<file path="src/rtl/breakout_pkg.sv">
// Shared breakout constants and game-state encoding. The datapath and renderer
// use these too, so changing a default here moves every block together.
package breakout_pkg;

  localparam int STATE_W         = 3;
  localparam int SCREEN_W_DEF    = 640;
  localparam int PADDLE_W_DEF    = 64;
  localparam int PADDLE_STEP_DEF = 4;

  typedef enum logic [STATE_W-1:0] {
    ST_IDLE     = 3'd0,
    ST_SERVE    = 3'd1,
    ST_PLAY     = 3'd2,
    ST_LOST     = 3'd3,
    ST_WIN      = 3'd4,
    ST_GAMEOVER = 3'd5
  } game_state_t;

  function automatic int center_pos(input int screen_w, input int paddle_w);
    return (screen_w - paddle_w) / 2;
  endfunction

endpackage

</file>
<file path="src/rtl/breakout_paddle_ctrl.sv">
// Paddle left-edge register with saturating left/right steps and a center load.
// Center load wins over any move requested in the same cycle.
module breakout_paddle_ctrl
  import breakout_pkg::*;
#(
  parameter int SCREEN_W    = SCREEN_W_DEF,
  parameter int PADDLE_W    = PADDLE_W_DEF,
  parameter int PADDLE_STEP = PADDLE_STEP_DEF
) (
  input  logic       clk,
  input  logic       reset,
  input  logic       center,
  input  logic       move_en,
  input  logic       left,
  input  logic       right,
  output logic [9:0] paddle_x
);

  localparam logic [10:0] X_MAX    = 11'(SCREEN_W - PADDLE_W);
  localparam logic [10:0] STEP     = 11'(PADDLE_STEP);
  localparam logic [9:0]  X_CENTER = 10'(center_pos(SCREEN_W, PADDLE_W));

  logic [10:0] x_ext;
  logic [10:0] x_dec;
  logic [10:0] x_inc;
  logic [10:0] x_next;
  logic        unused_msb;

  // 11-bit math keeps the subtract from wrapping below 0 and the add from wrapping past 1023
  always_comb begin
    x_ext = {1'b0, paddle_x};
    x_dec = (x_ext >= STEP) ? (x_ext - STEP) : 11'd0;
    x_inc = x_ext + STEP;
    if (x_inc > X_MAX) x_inc = X_MAX;

    x_next = x_ext;
    if (center)                         x_next = {1'b0, X_CENTER};
    else if (move_en && left && !right) x_next = x_dec;
    else if (move_en && right && !left) x_next = x_inc;
  end

  assign unused_msb = x_next[10];

  always_ff @(posedge clk or posedge reset) begin
    if (reset) paddle_x <= X_CENTER;
    else       paddle_x <= x_next[9:0];
  end

endmodule

</file>
<file path="src/rtl/breakout_game_ctrl.sv">
// Breakout game sequencer: start edge detect, game FSM, lives, LOST delay and paddle.
// States: IDLE wait for start | SERVE ball parked | PLAY live | LOST respawn delay | WIN | GAMEOVER
module breakout_game_ctrl
  import breakout_pkg::*;
#(
  parameter int SCREEN_W    = SCREEN_W_DEF,
  parameter int PADDLE_W    = PADDLE_W_DEF,
  parameter int PADDLE_STEP = PADDLE_STEP_DEF,
  parameter int INIT_LIVES  = 3,
  parameter int LOST_FRAMES = 60
) (
  input  logic               clk,
  input  logic               reset,
  input  logic               left_db,
  input  logic               right_db,
  input  logic               start_db,
  input  logic               frame_tick,
  input  logic               ball_lost,
  input  logic               bricks_clear,
  output logic [STATE_W-1:0] state,
  output logic [9:0]         paddle_x,
  output logic [1:0]         lives,
  output logic               serve,
  output logic               play_en
);

  localparam int               CNT_W      = (LOST_FRAMES > 1) ? $clog2(LOST_FRAMES) : 1;
  localparam logic [CNT_W-1:0] CNT_LAST   = CNT_W'(LOST_FRAMES - 1);
  localparam logic [1:0]       LIVES_INIT = 2'(INIT_LIVES);

  game_state_t      state_r;
  game_state_t      state_n;
  logic [1:0]       lives_n;
  logic [CNT_W-1:0] lost_cnt;
  logic [CNT_W-1:0] lost_cnt_n;
  logic             start_q;
  logic             start_rise;
  logic             serve_n;
  logic             center_load;
  logic             move_en;

  // start_q resets high so a start button held through reset is not an edge
  assign start_rise = start_db & ~start_q;
  assign move_en    = frame_tick & ((state_r == ST_SERVE) | (state_r == ST_PLAY));
  assign state      = state_r;

  always_comb begin
    state_n     = state_r;
    lives_n     = lives;
    lost_cnt_n  = lost_cnt;
    serve_n     = 1'b0;
    center_load = 1'b0;
    case (state_r)
      ST_IDLE: begin
        if (start_rise) begin
          state_n     = ST_SERVE;
          lives_n     = LIVES_INIT;
          center_load = 1'b1;
        end
      end
      ST_SERVE: begin
        if (start_rise) begin
          state_n = ST_PLAY;
          serve_n = 1'b1;
        end
      end
      ST_PLAY: begin
        if (bricks_clear) begin
          state_n = ST_WIN;
        end else if (ball_lost) begin
          if (lives <= 2'd1) begin
            lives_n = 2'd0;
            state_n = ST_GAMEOVER;
          end else begin
            lives_n    = lives - 2'd1;
            state_n    = ST_LOST;
            lost_cnt_n = '0;
          end
        end
      end
      ST_LOST: begin
        if (frame_tick) begin
          if (lost_cnt == CNT_LAST) begin
            state_n     = ST_SERVE;
            center_load = 1'b1;
            lost_cnt_n  = '0;
          end else begin
            lost_cnt_n = lost_cnt + CNT_W'(1);
          end
        end
      end
      ST_WIN, ST_GAMEOVER: begin
        if (start_rise) state_n = ST_IDLE;
      end
      default: state_n = ST_IDLE;
    endcase
  end

  always_ff @(posedge clk or posedge reset) begin
    if (reset) begin
      state_r  <= ST_IDLE;
      lives    <= 2'd0;
      lost_cnt <= '0;
      start_q  <= 1'b1;
      serve    <= 1'b0;
      play_en  <= 1'b0;
    end else begin
      state_r  <= state_n;
      lives    <= lives_n;
      lost_cnt <= lost_cnt_n;
      start_q  <= start_db;
      serve    <= serve_n;
      play_en  <= (state_n == ST_PLAY);
    end
  end

  breakout_paddle_ctrl #(
    .SCREEN_W    (SCREEN_W),
    .PADDLE_W    (PADDLE_W),
    .PADDLE_STEP (PADDLE_STEP)
  ) u_paddle (
    .clk      (clk),
    .reset    (reset),
    .center   (center_load),
    .move_en  (move_en),
    .left     (left_db),
    .right    (right_db),
    .paddle_x (paddle_x)
  );

endmodule

</file>
<file path="config.mk">
export PLATFORM = sky130hd
export DESIGN_NAME = breakout_game_ctrl
export DESIGN_NICKNAME = d
export VERILOG_FILES = /design/src/rtl/breakout_pkg.sv /design/src/rtl/breakout_paddle_ctrl.sv /design/src/rtl/breakout_game_ctrl.sv
export SDC_FILE = /design/constraint.sdc
export NUM_CORES = 1
export LEC_CHECK = 0
export BUFFER_PORTS_ARGS = -buffer_cell sky130_fd_sc_hd__buf_2
export CAP_MARGIN = 30
export CELL_PAD_IN_SITES_DETAIL_PLACEMENT = 0
export CELL_PAD_IN_SITES_GLOBAL_PLACEMENT = 1
export CORE_MARGIN = 2
export CORE_UTILIZATION = 40
export DETAILED_ROUTE_END_ITERATION = 10
export PLACE_DENSITY_LB_ADDON = 0.1
export SETUP_SLACK_MARGIN = 0.1
export SYNTH_ARGS = -nofsm -noshare
export SYNTH_HDL_FRONTEND = slang
export SYNTH_SLANG_ARGS = --single-unit
</file>
<file path="constraint.sdc">
create_clock -name clk -period 2.59 [get_ports clk]
set_input_delay 0.259 -clock clk [delete_from_list [all_inputs] [get_ports clk]]
set_output_delay 0.259 -clock clk [all_outputs]
set_load 0.005 [all_outputs]
</file>
Yosys cells after proc, flatten, opt, wreduce, memory -nomap -nowiden --
Index checks and enable logic that the tools add are counted.
Operators by class: add/sub/neg operators 4, magnitude comparators 3, eq/ne operators 12, mux-type cells 30, bitwise logic cells 4, reductions and logical operators 13
Operators by type and width (number):
- 2-to-1 mux 10 bit | 5
- 2-to-1 mux 6 bit | 5
- 2-to-1 mux 3 bit | 8
- one-hot mux 3 bit (5 select lines) | 1
- one-hot mux 6 bit (2 select lines) | 1
- adder 10 x 3 -> 11 bit, second input constant | 1
- > comparator 11 x 10 -> 1 bit, second input constant | 1
- greater-or-equal comparator 10 x 3 -> 1 bit, second input constant | 1
- inequality test 2 bit, second input constant | 5
- subtractor 10 x 3 -> 10 bit, second input constant | 1
- equality test 3 x 2 -> 1 bit, second input constant | 3
- 2-to-1 mux 2 bit | 4
- adder 6 x 1 -> 6 bit, second input constant | 1
- equality test 3 bit, second input constant | 2
- equality test 6 bit, second input constant | 1
- AND reduction 5 bit | 1
- logical AND 1 bit | 4
- 2-to-1 mux 1 bit | 4
- one-hot mux 2 bit (2 select lines) | 1
- AND reduction 4 bit | 1
- nonzero test 2 bit | 2
- equality test 3 x 1 -> 1 bit, second input constant | 1
- logical NOT 3 bit | 1
- nonzero test 3 bit | 1
- 8 further kinds | 10
Word-level totals: flip-flop bits (word level) 24, input bits 8, output and inout port bits 17, word-level logic and storage cells 73

Logic depth before layout (Yosys ltp) --
word-level depth 8, depth in mapped cells 7, gate-level depth less buffers 7

Cells and area by module --
From an unflattened synthesis, not the netlist that was laid out.
Unflattened totals: cells, all modules 192, area, all modules 1631.6 µm²
By module, submodules not included:
- breakout_paddle_ctrl | instances 1, cells each 115, area each 882.1 µm², seq. area each 202.7 µm²
- breakout_game_ctrl | instances 1, cells each 77, area each 749.5 µm², seq. area each 351.6 µm²

Least setup slack after synthesis --
No wires, ideal clock.
path kind register -> register, start point register u_paddle.paddle_x[4], end point register u_paddle.paddle_x[9], library setup time 0.126 ns, arrival time 1.948 ns, required time 2.464 ns, path slack 0.516 ns, cell stages (with the launch flop) 7, path buffers 1, clock period less this slack 2.074 ns, path through dfrtp_1 -> buf_6 -> or3_4 -> or3_4 -> or3_1 -> and3_1 -> a221o_1
On the way: word-level cells in the longest chain between the ends 6, elaborated cells on any way between the ends 9, those cells by class 2 x add/sub; 2 x order compare; 5 x mux
RTL lines:
- start, declared | RTL line breakout_paddle_ctrl.sv:16 | output logic [9:0] paddle_x
- start signal, assigned | RTL line breakout_paddle_ctrl.sv:46 | else paddle_x <= x_next[9:0];
- adder 10 x 3 -> 11 bit | RTL line breakout_paddle_ctrl.sv:33 | x_inc = x_ext + STEP;
- > comparator 11 x 10 -> 1 bit | RTL line breakout_paddle_ctrl.sv:34 | if (x_inc > X_MAX) x_inc = X_MAX;
- 2-to-1 mux 10 bit | RTL line breakout_paddle_ctrl.sv:34
- 2-to-1 mux 10 bit | RTL line breakout_paddle_ctrl.sv:39 | else if (move_en && right && !left) x_next = x_inc;
- 2-to-1 mux 10 bit (*) | RTL line breakout_paddle_ctrl.sv:38 | else if (move_en && left && !right) x_next = x_dec;
- 2-to-1 mux 10 bit (*) | RTL line breakout_paddle_ctrl.sv:37 | if (center) x_next = {1'b0, X_CENTER};
Mark *: on every way between the ends. The rest lies on a longest branch, timed or not. The select of a mux whose other input is x is not followed. A chain may end at the register's enable or synchronous reset.

Worst setup path in the final report --
start point register u_paddle.paddle_x[3], end point register u_paddle.paddle_x[2]
The elaborated chain is that of the path after synthesis.

==> metrics <==
Post-Route Skew=between 0.002 and 0.0025 ns; Tcrit/Tclk final=approximately 83%; register bit count reported by yosys=22; top routing layer in use=met4; overall die area=4450 um^2; Die Wd=66.71 um; Starting Density=42.32%; Reg2Reg Launch Point=u_paddle.paddle_x[3]; ys flop type=sky130_fd_sc_hd__dfrtp_1; worst hold start=start_db; post-synth cell types=55; total inserted antenna cells=0; fraction of final layout cells sized beyond drive strength 1=20.71%; site row count=22; max-cap violation count=0; library cell with the highest instance count after synthesis=sky130_fd_sc_hd__dfrtp_1; vias per inst=6.053; total placed cells including tap cells=242; core box area=3716 um^2; reg-to-reg endpoint=u_paddle.paddle_x[2]; crit path kind=reg2reg; slowest cell delay on critical path=0.47 ns; Final Wtd Congestion=0.8956; Die Span Y=66.71 um; Final nets=~210; Hold Path End=start_q; setup repair after global routing missed its margin=no; Skew-Pair Late Insertion Delay=0.27 ns; LEAKAGE=0.8242 nW; worst slew pin tran=0.8861 ns; area growth from synthesis to layout=13.68%; total routing resource utilization after global routing=19.03%; Max IR drop VDD=0.4142 mV; number of CTS-inserted buffers=3; crit end category=flop; sum of overflow across all layers after global routing=0; wire length reported by the detailed router=3.990 mm; Hold/Removal Path Class=in2reg; YS warnings=0; count of flip-flops with a built-in enable after synthesis=0; combined area of all synthesized cells=1573 um^2; total placed instance area=1709 um^2; Required @ worst endpoint=2.75 ns; maximum clock rate=between 400 and 500 MHz; CTS Buffer Depth=2; Synth top area share=30.23%; DRC violation count after routing=0; design area=1788 um^2; clock tree from TritonCTS=built; PwrDens=852.9 nW/um^2; final worst path period need=2.156 ns; wire length on met2=1.762 mm; synth cell count leaders=sky130_fd_sc_hd__dfrtp_1, sky130_fd_sc_hd__nand2_1, sky130_fd_sc_hd__o21ai_0; IO buf count=22; wire length of the first global-routing pass=6.506 mm; Clock Sink Count=22; # IOs=25; Filler Cells Inserted=roughly 390; most area-consuming cells after synthesis=sky130_fd_sc_hd__dfrtp_1, sky130_fd_sc_hd__dfstp_2, sky130_fd_sc_hd__o21ai_0; gate count after technology mapping=180; status=finished, final reports clean; Worst R2R Setup Slack=0.43 ns; register area share after synthesis=a little over a third; final instance count without filler cells=246; worst-path cell chain=inv_1 > ha_1 > or2_2 > nor4_1 > a31oi_1 > and2_1 > a22o_1; number of antenna-violating nets in the routed design=0; worst path arrival time=2.32 ns; CTS Root Cell=sky130_fd_sc_hd__clkbuf_8; Critical Path Slowest Stage Cell=sky130_fd_sc_hd__dfrtp_1; post-CTS setup repair buffer count=0; number of violations reported at the end of detailed-routing iteration 0=86; FFs w/ async S/R, synth=100.0%; vias in the first global route=1350; number of instances on the worst hold path=1; antenna violations before repair=0; kind of launch point of the worst setup path=flop; final hold violation count=0; clock edge transition at the registers on the reported setup and hold paths=about 0.090 ns; DR WL met3=approximately 210 um; worst max-slew margin expressed relative to the limit=40.86%; count of final setup violators=0; router iterations before antenna repair=4; post-route met1 wirelength=1.987 mm; largest net degree at the start of global routing=23; biggest area consumer among synthesized cells=sky130_fd_sc_hd__dfrtp_1; Routed WL per cell=16.22 um; aggregate negative setup slack=0 ns; CP Max Fanout=8; worst reg2reg path depth=7; vias post-DR=1489; maximum level of the CTS H-tree=1; syn avg cell area=8.738 um^2; Detailed Place HPWL=2.895 mm; Max Slew Vio Count=0
what timing repair did:
action                                  4_1_cts  5_1_grt
resized for setup                             0        2
endpoints found under the setup margin        0        1
hold buffers                                  0        0
final cells by class:
| type | instances | area [um^2] | area share [%] |
|---|---|---|---|
| Multi-Input combinational cell | 140 | 939.7 | 52.55 |
| Sequential cell | 22 | 554.3 | 31.00 |
| Timing Repair Buffer | 26 | 140.1 | 7.838 |
| Tap cell | 48 | 60.06 | 3.359 |
| Clock buffer | 3 | 41.29 | 2.309 |
| Clock inverter | 1 | 30.03 | 1.680 |
| Inverter | 6 | 22.52 | 1.260 |
cells in the final DEF, fill, tap and decap left out, drive strengths merged, types with 5 or more instances in the layout:
master,count
a21oi,8
and3,6
buf,26
dfrtp,19
inv,6
nand2,17
nor2,8
nor2b,5
o21ai,14
or3,5
critical path: cells and delay by family, from the launching register on:
family	cells	cell delay, ns
buffers and inverters	1	0.10
DFF	1	0.47
and+or+nand+nor	3	0.88
adders and majority gates	1	0.18
AOI/OAI and AO/OA	2	0.42
metrics by stage:
| step | hold WS [ns] | power (mW) | util, % | setup WS [ns] |
|---|---|---|---|---|
| after floorplan | 0.2460 | 0.9959 | - | 0.5163 |
| after global placement | 0.3780 | 1.183 | 45.99 | 0.3675 |
| after detailed placement | 0.3822 | 1.192 | 45.99 | 0.3506 |
| after CTS | 0.09321 | 1.529 | 47.91 | 0.3378 |
| after global routing | 0.09119 | 1.639 | 48.11 | 0.2227 |
| final | 0.09634 | 1.525 | 48.11 | 0.4344 |
cell families (layout without fill, tap and decap cells):
kind of cell | Yosys count | after routing | share of synthesized area, %
AOI/OAI and AO/OA | 57 | 57 | 25.94
xor gates and xnor gates | 3 | 3 | 1.671
adders and majority gates | 4 | 4 | 3.182
buffers and inverters | 19 | 36 | 5.728
DFF | 22 | 22 | 35.24
muxes | 2 | 2 | 1.432
other | 1 | 2 | 0.2384
and+or+nand+nor | 72 | 72 | 26.57
sequential cells by signal (all words and copies together) (netlist names):
name and flops:
lives 2, lost_cnt 6, play_en 1, serve 1
start_q 1, state 3, u_paddle.paddle_x 8
worst max-delay path by stage:
stage	from	to	slack (ns)	cells after the start
finish	u_paddle.paddle_x[3]	u_paddle.paddle_x[2]	0.43	7
global route	state[2]	u_paddle.paddle_x[5]	0.22	5
floorplan	u_paddle.paddle_x[4]	u_paddle.paddle_x[9]	0.52	6
global placement	state[2]	u_paddle.paddle_x[5]	0.37	5
detailed placement	state[2]	u_paddle.paddle_x[5]	0.35	5
CTS	state[2]	u_paddle.paddle_x[5]	0.34	5
power breakdown:
part | leakage [nW] | switching [mW] | internal (mW)
clock network | 0.0357 | 0.122 | 0.207
logic | 0.506 | 0.305 | 0.276
registers | 0.282 | 0.181 | 0.434
per-layer routing:
| metal | up-vias | GRT usage [%] |
|---|---|---|
| met4 | 0 | 5.102 |
| met2 | 52 | 28.63 |
| li1 | 713 | - |
| met1 | 720 | 28.45 |
| met3 | 4 | 2.365 |
| met5 | - | 0 |
No activity file was read; power rests on OpenSTA's default activity.
